**src/rtl/log_pkg.sv**
```systemverilog
// Shared constants and elaboration helpers for the mel log compressor.
//   LN2_Q16    : ln(2) in Q0.16, used to turn a log2 value into a natural log
//   chan_w     : width of a channel index for a given channel count
//   lut_entry  : round(log2(1 + k/2^addr_bits) * 2^frac), integer-only so it
//                can be evaluated at elaboration to fill a constant ROM
//   sat_int    : clamp a value to the signed range of a given bit width
package log_pkg;

    localparam int LN2_Q16 = 45426;

    function automatic int chan_w(input int n);
        return (n > 1) ? $clog2(n) : 1;
    endfunction

    // Binary log by repeated squaring in Q2.30: each squaring of y in [1,2)
    // yields one fractional bit of log2(y). Four guard bits are produced
    // beyond the requested precision and then rounded away.
    function automatic int lut_entry(input int k, input int addr_bits, input int frac);
        longint one_q;
        longint y;
        longint acc;
        one_q = longint'(1) <<< 30;
        y     = one_q + ((longint'(k) <<< 30) >>> addr_bits);
        acc   = 0;
        for (int i = 0; i < frac + 4; i++) begin
            y   = (y * y) >>> 30;
            acc = acc * 2;
            if (y >= 2 * one_q) begin
                acc = acc + 1;
                y   = y >>> 1;
            end
        end
        return int'((acc + 8) >>> 4);
    endfunction

    function automatic int sat_int(input int v, input int width);
        int hi;
        int lo;
        hi = (1 << (width - 1)) - 1;
        lo = -(1 << (width - 1));
        if (v > hi) return hi;
        if (v < lo) return lo;
        return v;
    endfunction

endpackage

```
**src/rtl/lod_norm.sv**
```systemverilog
// Leading-one detector and mantissa extractor (combinational).
//   x   : positive magnitude (sign bit already stripped by the caller)
//   msb : position of the leading one, 0..DATA_WIDTH-2 (0 when x is zero)
//   idx : the LUT_ADDR_BITS bits just below the leading one, i.e. the top
//         bits of x normalised so the leading one sits at the MSB; missing
//         bits below bit 0 read as zero
module lod_norm #(
    parameter int DATA_WIDTH    = 16,
    parameter int LUT_ADDR_BITS = 5
) (
    input  logic [DATA_WIDTH-2:0]       x,
    output logic [$clog2(DATA_WIDTH)-1:0] msb,
    output logic [LUT_ADDR_BITS-1:0]    idx
);
    localparam int MAG_W = DATA_WIDTH - 1;
    localparam int MSB_W = $clog2(DATA_WIDTH);

    logic [MSB_W-1:0] pos;

    always_comb begin
        msb = '0;
        for (int i = 0; i < MAG_W; i++) begin
            if (x[i]) msb = MSB_W'(i);
        end
        idx = '0;
        pos = '0;
        for (int j = 0; j < LUT_ADDR_BITS; j++) begin
            if (int'(msb) > j) begin
                pos = msb - MSB_W'(j + 1);
                idx[LUT_ADDR_BITS-1-j] = x[pos];
            end
        end
    end

endmodule

```
**src/rtl/log_compress_stream.sv**
```systemverilog
// Streaming log compressor for mel filterbank energies (one channel/cycle).
// Three pipeline stages:
//   S1 leading-one detect + mantissa index, S2 log2 = msb + LUT[index],
//   S3 optional ln scaling, round to output Q format, add offset, saturate.
// Ports:
//   clk, rst            clock, asynchronous active-high reset
//   ln_mode, log_offset per-beat mode and gain offset (travel with the beat)
//   in_data/in_valid/in_last/in_ready   input stream
//   out_data/out_chan/out_last/out_valid/out_ready   output stream
//   frame_err           sticky framing error, cleared only by rst
//
// Handshake: a beat transfers on any edge where valid && ready. The whole
// pipe advances when !out_valid || out_ready; in_ready is that same term,
// so every stage (and the output payload) holds while out_valid && !out_ready.
module log_compress_stream
    import log_pkg::*;
#(
    parameter int DATA_WIDTH    = 16,
    parameter int LOG_WIDTH     = 8,
    parameter int LOG_FRAC      = 3,
    parameter int LUT_ADDR_BITS = 5,
    parameter int LUT_FRAC      = 8,
    parameter int NUM_FILTERS   = 26
) (
    input  logic                           clk,
    input  logic                           rst,
    input  logic                           ln_mode,
    input  logic signed [LOG_WIDTH-1:0]    log_offset,
    input  logic signed [DATA_WIDTH-1:0]   in_data,
    input  logic                           in_valid,
    input  logic                           in_last,
    output logic                           in_ready,
    output logic signed [LOG_WIDTH-1:0]    out_data,
    output logic [$clog2(NUM_FILTERS)-1:0] out_chan,
    output logic                           out_last,
    output logic                           out_valid,
    input  logic                           out_ready,
    output logic                           frame_err
);
    localparam int MSB_W     = $clog2(DATA_WIDTH);
    localparam int CHAN_W    = chan_w(NUM_FILTERS);
    localparam int LUT_DEPTH = 1 << LUT_ADDR_BITS;
    localparam int LUT_W     = LUT_FRAC + 1;
    localparam int L_W       = MSB_W + LUT_FRAC + 1;
    localparam int R_W       = L_W + 1;
    localparam int MUL_W     = L_W + 17;
    localparam int SHIFT     = LUT_FRAC - LOG_FRAC;
    localparam int RND       = (SHIFT > 0) ? (1 << (SHIFT - 1)) : 0;
    localparam logic signed [LOG_WIDTH-1:0] FLOOR = {1'b1, {(LOG_WIDTH-1){1'b0}}};

    // Constant mantissa ROM, filled at elaboration.
    logic [LUT_W-1:0] lut_rom [LUT_DEPTH];
    for (genvar k = 0; k < LUT_DEPTH; k++) begin : g_lut
        localparam int ENTRY = lut_entry(k, LUT_ADDR_BITS, LUT_FRAC);
        assign lut_rom[k] = LUT_W'(ENTRY);
    end

    logic advance;
    logic accept;
    assign advance  = !out_valid || out_ready;
    assign in_ready = advance;
    assign accept   = in_valid && advance;

    // S1 combinational
    logic [MSB_W-1:0]         lod_msb;
    logic [LUT_ADDR_BITS-1:0] lod_idx;
    logic                     in_floor;

    lod_norm #(
        .DATA_WIDTH    (DATA_WIDTH),
        .LUT_ADDR_BITS (LUT_ADDR_BITS)
    ) u_lod (
        .x   (in_data[DATA_WIDTH-2:0]),
        .msb (lod_msb),
        .idx (lod_idx)
    );

    // Non-positive energies have no log; they map to the floor code.
    assign in_floor = in_data[DATA_WIDTH-1] || (in_data == '0);

    // Channel tracking
    logic [CHAN_W-1:0] chan_cnt;
    logic              cnt_at_end;
    assign cnt_at_end = (chan_cnt == CHAN_W'(NUM_FILTERS - 1));

    // Stage registers
    logic                        s1_valid, s1_floor, s1_ln, s1_last;
    logic [MSB_W-1:0]            s1_msb;
    logic [LUT_ADDR_BITS-1:0]    s1_idx;
    logic signed [LOG_WIDTH-1:0] s1_off;
    logic [CHAN_W-1:0]           s1_chan;

    logic                        s2_valid, s2_floor, s2_ln, s2_last;
    logic [L_W-1:0]              s2_l;
    logic signed [LOG_WIDTH-1:0] s2_off;
    logic [CHAN_W-1:0]           s2_chan;

    // S2 combinational: integer part from msb, fraction from the ROM.
    logic [L_W-1:0] s1_l_next;
    assign s1_l_next = (L_W'(s1_msb) << LUT_FRAC) + L_W'(lut_rom[s1_idx]);

    // S3 combinational
    logic [MUL_W-1:0]            ln_prod;
    logic [L_W-1:0]              l_sel;
    logic [R_W-1:0]              r_sum;
    logic [L_W-1:0]              r_val;
    int                          biased;
    logic signed [LOG_WIDTH-1:0] s3_data;

    always_comb begin
        ln_prod = MUL_W'(s2_l) * MUL_W'(LN2_Q16) + MUL_W'(1 << 15);
        l_sel   = s2_ln ? L_W'(ln_prod >> 16) : s2_l;
        r_sum   = R_W'(l_sel) + R_W'(RND);
        r_val   = L_W'(r_sum >> SHIFT);
        biased  = int'(r_val) + int'(s2_off);
        s3_data = s2_floor ? FLOOR : LOG_WIDTH'(sat_int(biased, LOG_WIDTH));
    end

    always_ff @(posedge clk or posedge rst) begin
        if (rst) begin
            chan_cnt  <= '0;
            frame_err <= 1'b0;
            s1_valid  <= 1'b0;
            s1_floor  <= 1'b0;
            s1_ln     <= 1'b0;
            s1_last   <= 1'b0;
            s1_msb    <= '0;
            s1_idx    <= '0;
            s1_off    <= '0;
            s1_chan   <= '0;
            s2_valid  <= 1'b0;
            s2_floor  <= 1'b0;
            s2_ln     <= 1'b0;
            s2_last   <= 1'b0;
            s2_l      <= '0;
            s2_off    <= '0;
            s2_chan   <= '0;
            out_valid <= 1'b0;
            out_data  <= '0;
            out_chan  <= '0;
            out_last  <= 1'b0;
        end else begin
            if (accept) begin
                // Resync to channel 0 on either frame end marker, and flag
                // any disagreement between in_last and the channel count.
                chan_cnt <= (in_last || cnt_at_end) ? '0 : chan_cnt + CHAN_W'(1);
                if (in_last != cnt_at_end) frame_err <= 1'b1;
            end
            if (advance) begin
                s1_valid <= in_valid;
                s1_floor <= in_floor;
                s1_ln    <= ln_mode;
                s1_last  <= in_last;
                s1_msb   <= lod_msb;
                s1_idx   <= lod_idx;
                s1_off   <= log_offset;
                s1_chan  <= chan_cnt;

                s2_valid <= s1_valid;
                s2_floor <= s1_floor;
                s2_ln    <= s1_ln;
                s2_last  <= s1_last;
                s2_l     <= s1_l_next;
                s2_off   <= s1_off;
                s2_chan  <= s1_chan;

                out_valid <= s2_valid;
                if (s2_valid) begin
                    out_data <= s3_data;
                    out_chan <= s2_chan;
                    out_last <= s2_last;
                end
            end
        end
    end

endmodule

```
**config.mk**
```make
export PLATFORM = sky130hd
export DESIGN_NAME = log_compress_stream
export DESIGN_NICKNAME = d
export VERILOG_FILES = /design/src/rtl/log_pkg.sv /design/src/rtl/lod_norm.sv /design/src/rtl/log_compress_stream.sv
export SDC_FILE = /design/constraint.sdc
export NUM_CORES = 1
export LEC_CHECK = 0
export ABC_AREA = 1
export CORE_MARGIN = 2
export CORE_UTILIZATION = 65
export CTS_BUF_LIST = sky130_fd_sc_hd__clkbuf_4
export CTS_CLUSTER_DIAMETER = 50
export DETAILED_ROUTE_END_ITERATION = 16
export PLACE_DENSITY_LB_ADDON = 0.05
export SYNTH_ARGS = -nofsm -noshare
export SYNTH_HDL_FRONTEND = slang
export SYNTH_HIERARCHICAL = 1
export SYNTH_SLANG_ARGS = --single-unit
```
**constraint.sdc**
```tcl
create_clock -name clk -period 13.91 [get_ports clk]
set_input_delay 2.0865 -clock clk [delete_from_list [all_inputs] [get_ports clk]]
set_output_delay 2.0865 -clock clk [all_outputs]
set_load 0.01 [all_outputs]
```
==> results of run 1 <==
==> placed cells by master (no fill, tap or decap), types with 4 or more instances in the layout <==
master           instances
o211ai_1                11
o21ai_0                 69
inv_1                  223
inv_2                    7
ha_1                   126
nor2_1                  64
dfrtp_1                 76
nand4_1                 14
clkdlybuf4s50_1         46
nor3_1                   7
clkbuf_4                 9
xnor2_1                  9
a21oi_1                 40
nand2_1                319
nand3_1                 93
nand2_2                 24
fa_1                    46
xor2_1                   7
a31oi_1                  4
nor2_2                   7
nand3_2                  8
nor3_2                   4
==> stage by stage <==
stage | hold WS (ps) | std cells
finish | 482 | 1436
global route | 520 | 1436
CTS | 487 | 1436
detailed placement | 456 | 1420
global placement | 449 | 1420
floorplan | 442 | 1218
==> worst max-delay path, delay by kind of cell, from the launching register on <==
kind,cells,cell delay (ps)
buf+inv,7,540
fa+ha+maj,8,3240
simple gates,14,1550
compound gates,8,1210
flops,1,590
xor+xnor,2,450
==> cells by family after synthesis <==
family | synth area share, %
AO/OA/AOI/OAI | 9.29
XOR/XNOR | 1.96
adder cells (fa/ha/maj) | 28.3
buffers and inverters | 11.2
flip-flops | 21.5
AND/OR/NAND/NOR | 27.7
==> sequential cells by signal (all words and copies together), names as in the netlist, 4 cells and up <==
register and count:
s1_idx 5, s2_chan 5, s1_chan 5, chan_cnt 5
out_data 8, s1_off 8, s2_l 12, s2_off 8
s1_msb 4, out_chan 5
==> cell type report <==
type / instances / area share, %
Clock inverter: 7 / 0.603
Clock buffer: 9 / 0.708
Sequential cell: 76 / 19.9
Timing Repair Buffer: 48 / 4.98
Tap cell: 176 / 2.31
Multi-Input combinational cell: 887 / 62.3
Inverter: 233 / 9.18
==> layer usage <==
metal / up-vias / wire, microns
met5: - / 0
met4: 0 / 564
met3: 45 / 711
met2: 166 / 9290
met1: 3552 / 9080
li1: 3947 / -
==> cells in the mapped netlist, types with 2 or more instances <==
cell type / number / area (sq um)
fa_1: 46 / 921
nand3_1: 93 / 465
a21o_1: 2 / 15.0
nand3_2: 8 / 80.1
clkbuf_1: 17 / 63.8
xor2_2: 2 / 32.5
o21ai_0: 69 / 345
buf_4: 2 / 15.0
inv_2: 7 / 26.3
nor2_1: 65 / 244
a31oi_1: 4 / 25.0
a21oi_1: 40 / 200
o211ai_1: 11 / 82.6
xnor2_1: 9 / 78.8
o21bai_1: 3 / 22.5
o22ai_1: 2 / 12.5
nor3_1: 7 / 35.0
nor3_2: 4 / 40.0
clkinv_1: 2 / 7.51
nand2_1: 319 / 1200
inv_1: 224 / 841
nor2_4: 2 / 22.5
nor4_1: 3 / 18.8
ha_1: 126 / 1580
nand4_1: 14 / 87.6
nor2_2: 7 / 43.8
nand2_2: 24 / 150
xor2_1: 7 / 61.3
a21oi_2: 3 / 26.3
buf_6: 2 / 22.5
dfrtp_1: 76 / 1900
o21ai_1: 3 / 15.0
==> final timing paths <==
kind	start	slack [ps]	to	cells past startpoint
hold reg to reg	s1_chan[2]	480	s2_chan[2]	2
min in group asynchronous	rst	2240	s2_valid	3
setup / recovery	s2_l[10]	6230	out_data[0]	39
hold / removal	s1_chan[2]	480	s2_chan[2]	2
max in group asynchronous	rst	11040	s2_floor	3
setup reg to reg	s2_l[10]	6230	out_data[0]	39
==> qor.yml, run 1 <==
synth:
  synth_edf_count: 0
  seq_area_frac_synth_pct: 21.5
  synthesis.area_sq_um: 8830
  ys_types: 47
  syn_avg_cell_area_sq_um: 7.25
  synth-main-ff-cell: "dfrtp_1"
  syn_nets: 1420
  synthCells: 1218
  yosysWarnings: 6
  ys_async_sr_fraction_pct: 100
  synth_seq_cells: 76
clock_network:
  post_cts_resized: 0
  holdBufCountCts: 0
  cts_tree: "yes"
  cts-root-buf: "clkbuf_4"
  cts_made_buffers: 9
  post-cts-setup-buffers: 0
  clock_path_buffers: 2
  cts_max_level: 3
  worstSkewPairLatency_ps: 430
  clock-sinks: 76
  path_clk_slew_ps: 140
drt:
  dr_total_vias: 7710
  drt-initial-drc-count: 515
  dr.pass1.iters: 6
  antenna_left: 0
  drc: 0
  wirelength_microns: 19600
  wire_per_inst_microns: 13.7
  via_per_inst: 5.37
sta:
  finalHoldViolations: 0
  skew_ps: 25.4
  period_share_pct: 55.2
  rsz0062_at_grt: "false"
  setup_tns_ps: 0
  tightest_slew_ps: 997
  fin_ws_ps: 6230
  timing.fmax_mhz: 130
  fin_crit_ps: 7680
  drv_slew: 0
  slew_headroom_pct: 33.4
  setup_viol: 0
global_route:
  grt_pass1_wl_microns: 33900
  busiest_layer: "met2"
  grtUsageMet3_pct: 4.01
  gr-usage-met2_pct: 47.8
  antenna_found_initial: 0
  use_met1_pct: 39.0
  grt_max_degree: 77
  grt.total_usage_pct: 28.6
  grt_pass1_vias: 7393
  grt-ovfl-total: 0
cells_and_area:
  area_delta_synth_final_pct: 8.09
  drive_above_1_share_pct: 6.43
  design_area_sq_um: 9540
  fill_cells: 1107
  regArea_sq_um: 1900
  final_util_pct: 72.0
  final_nets: 1457
  n_antenna_cell: 0
  multiInputGateArea_sq_um: 5940
placed_design:
  place_hpwl_microns: 16000
  gp_congestion: 0.971
  pre_cts_slack_ps: 6270
  placed_cell_area_sq_um: 9420
  portBuffers: 46
run:
  drv_cap: 0
die:
  die_h_microns: 121
  floorplan.initialDensity_pct: 66.6
  die_w_microns: 121
  core_area_sq_um: 13200
  num_rows: 42
  pin_count: 47
  die_area_sq_um: 14500
worst_setup_path:
  cp.required_ps: 14210
  crit_type: "flip-flop to flip-flop"
  cp_common_cell: "nand2_1"
  critPathMaxStageDelay_ps: 590
  cp.arrival_ps: 7980
  slowest_stage: "dfrtp_1"
  path_max_fanout: 8
  critPathLaunchType: "flip-flop"
  crit_path_end_kind: "flip-flop"
hold_path:
  hp-class: "flip-flop to flip-flop"
run_status:
  status: "finished, final reports clean"
Power of run 1 is left out: the tool's default activity adds up to more than one toggle a clock period on the data nets, which glitch-free logic cannot reach.
==> run 2, diff against run 1 <==
Settings changed: CORE_UTILIZATION 65 to 64.
Clock period 13.91 ns to 7.83 ns, I/O delays scaled along.
==> qor.yml, run 2 (same netlist as run 1, synthesis figures left out) <==
placed_design:
  pre_cts_slack_ps: 224  # -6040 ps
  portBuffers: 46  # unchanged
  place_hpwl_microns: 16100  # +0.68%
  gp_congestion: 0.927  # -4.5%
worst_setup_path:
  critPathLaunchType: "flip-flop"
  path_max_fanout: 6  # -2
  cp.required_ps: 8150  # -6060 ps
  cp_top_family: "adder cells"
  cp.arrival_ps: 7720  # -260 ps
  critPathMaxStageDelay_ps: 530  # -60 ps
  rrSetupSlack_ps: 420  # -5810 ps
  slowest_stage: "fa_1"
  crit_path_end_kind: "flip-flop"
  crit_type: "flip-flop to flip-flop"
  cp_common_cell: "nand2_1"
  path_buf_inv: 8  # +1
drt:
  drt-initial-drc-count: 477  # -7.4%
  wirelength_microns: 20100  # +2.4%
  via_per_inst: 5.44  # +1.3%
  drc: 0  # unchanged
  wire_per_inst_microns: 14.0  # +2.1%
  dr_total_vias: 7840  # +1.7%
  dr.pass1.iters: 5  # -1
  antenna_left: 0  # unchanged
sta:
  setup_tns_ps: 0  # unchanged
  timing.fmax_mhz: 135  # +3.7%
  finalHoldViolations: 0  # unchanged
  slew_headroom_pct: 34.9  # +1.5 points
  skew_ps: 21.2  # -4.14 ps
  setup_viol: 0  # unchanged
  tightest_slew_ps: 975  # -22.0 ps
  fin_ws_ps: 422  # -5810 ps
  fin_crit_ps: 7410  # -271 ps
  period_share_pct: 94.6  # +39 points
  drv_slew: 0  # unchanged
  rsz0062_at_grt: "false"
die:
  die_w_microns: 121  # +0.76%
  floorplan.initialDensity_pct: 66.1  # -0.52 points
  pin_count: 47  # unchanged
  core_area_sq_um: 13300  # +0.79%
  die_h_microns: 121  # +0.76%
  num_rows: 42  # unchanged
  die_area_sq_um: 14700  # +1.5%
cells_and_area:
  largest_reg_flops: 12  # unchanged
  top_register: "s2_l"
  n_antenna_cell: 0  # unchanged
  layout_commonest_cell: "nand2_1"
  final_util_pct: 72.2  # +0.15 points
  final_nets: 1462  # +0.34%
  most-common-layout-cells: "nand2_1 (318), inv_1 (223), ha_1 (126)"
  area_delta_synth_final_pct: 9.17
  drive_above_1_share_pct: 7.19  # +0.77 points
run:
  drv_cap: 0  # unchanged
clock_network:
  cts-root-buf: "clkbuf_4"
  clock_path_buffers: 2  # unchanged
  path_clk_slew_ps: 140  # about the same
  worstSkewPairLatency_ps: 440  # about the same
  cts_tree: "yes"
  cts_made_buffers: 9  # unchanged
  holdBufCountCts: 0  # unchanged
  cts_max_level: 3  # unchanged
  clock-sinks: 76  # unchanged
hold_path:
  hp-class: "flip-flop to flip-flop"
global_route:
  antenna_found_initial: 0  # unchanged
  grt_max_degree: 77  # unchanged
  grt-ovfl-total: 0  # unchanged
  grt_pass1_wl_microns: 34200  # +0.84%
  grt.total_usage_pct: 28.8  # +0.13 points
  grt_pass1_vias: 7442  # +0.66%
run_status:
  status: "finished, final reports clean"
[run 2: cell types whose count changed in the layout (fill, tap and decap cells not counted), sizes merged]
| cell | before | now |
|---|---|---|
| buf | 2 | 7 |
| clkinv | 4 | 5 |
| bufinv | 0 | 2 |
| clkbuf | 9 | 10 |
| clkinvlp | 2 | 1 |
| inv | 234 | 231 |
[run 2: path summary, 6_finish.rpt]
kind	start	end	cells past startpoint
worst min register to register	out_chan[1]	out_chan[1]	2
max in group asynchronous	rst	s2_l[10]	3
min in group asynchronous	rst	frame_err	3
worst max register to register	s2_l[7]	out_data[5]	41
worst max-delay path	s2_l[7]	out_data[5]	41
worst min-delay path	out_chan[1]	out_chan[1]	2
[run 2: area by class of cell]
type / instances / area (sq um)
inverters: 233 / 875
multi-input cells: 887 / 5960
well taps: 176 / 220
clock inverters: 6 / 88.8
fillers: 1130 / 3710
clock buffers: 10 / 75.1
repair buffers: 53 / 513
flip-flops and latches: 76 / 1900
[run 2: repair_timing]
action	in CTS	in global routing
endpoints found under the setup margin	0	8
buffers inserted	0	3
resized for setup	0	7
[run 2: metal layers]
metal / global-route usage (%) / vias to the layer above / wire, microns
met2: 47.5 / 198 / 9600
met4: 6.82 / 0 / 416
met1: 40.0 / 3653 / 9240
met5: 0 / - / 0
li1: - / 3954 / -
met3: 4.42 / 35 / 860
[run 2: stage by stage]
stage	hold WS (ps)	instance area, sq um	cells
2_1_floorplan	442	8830	1218
4_1_cts	486	9590	1438
6_report	486	9640	1441
5_1_grt	508	9640	1441
3_3_place_gp	451	9430	1422
3_5_place_dp	455	9430	1422
[run 2: worst register-to-register path, delay by kind of cell, from the launching register on]
kind,cells,cell delay (ps)
simple gates,17,1730
buf+inv,8,620
xor+xnor,2,390
compound gates,6,830
fa+ha+maj,8,3240
flops,1,450
Power of run 2 is left out for the same reason.
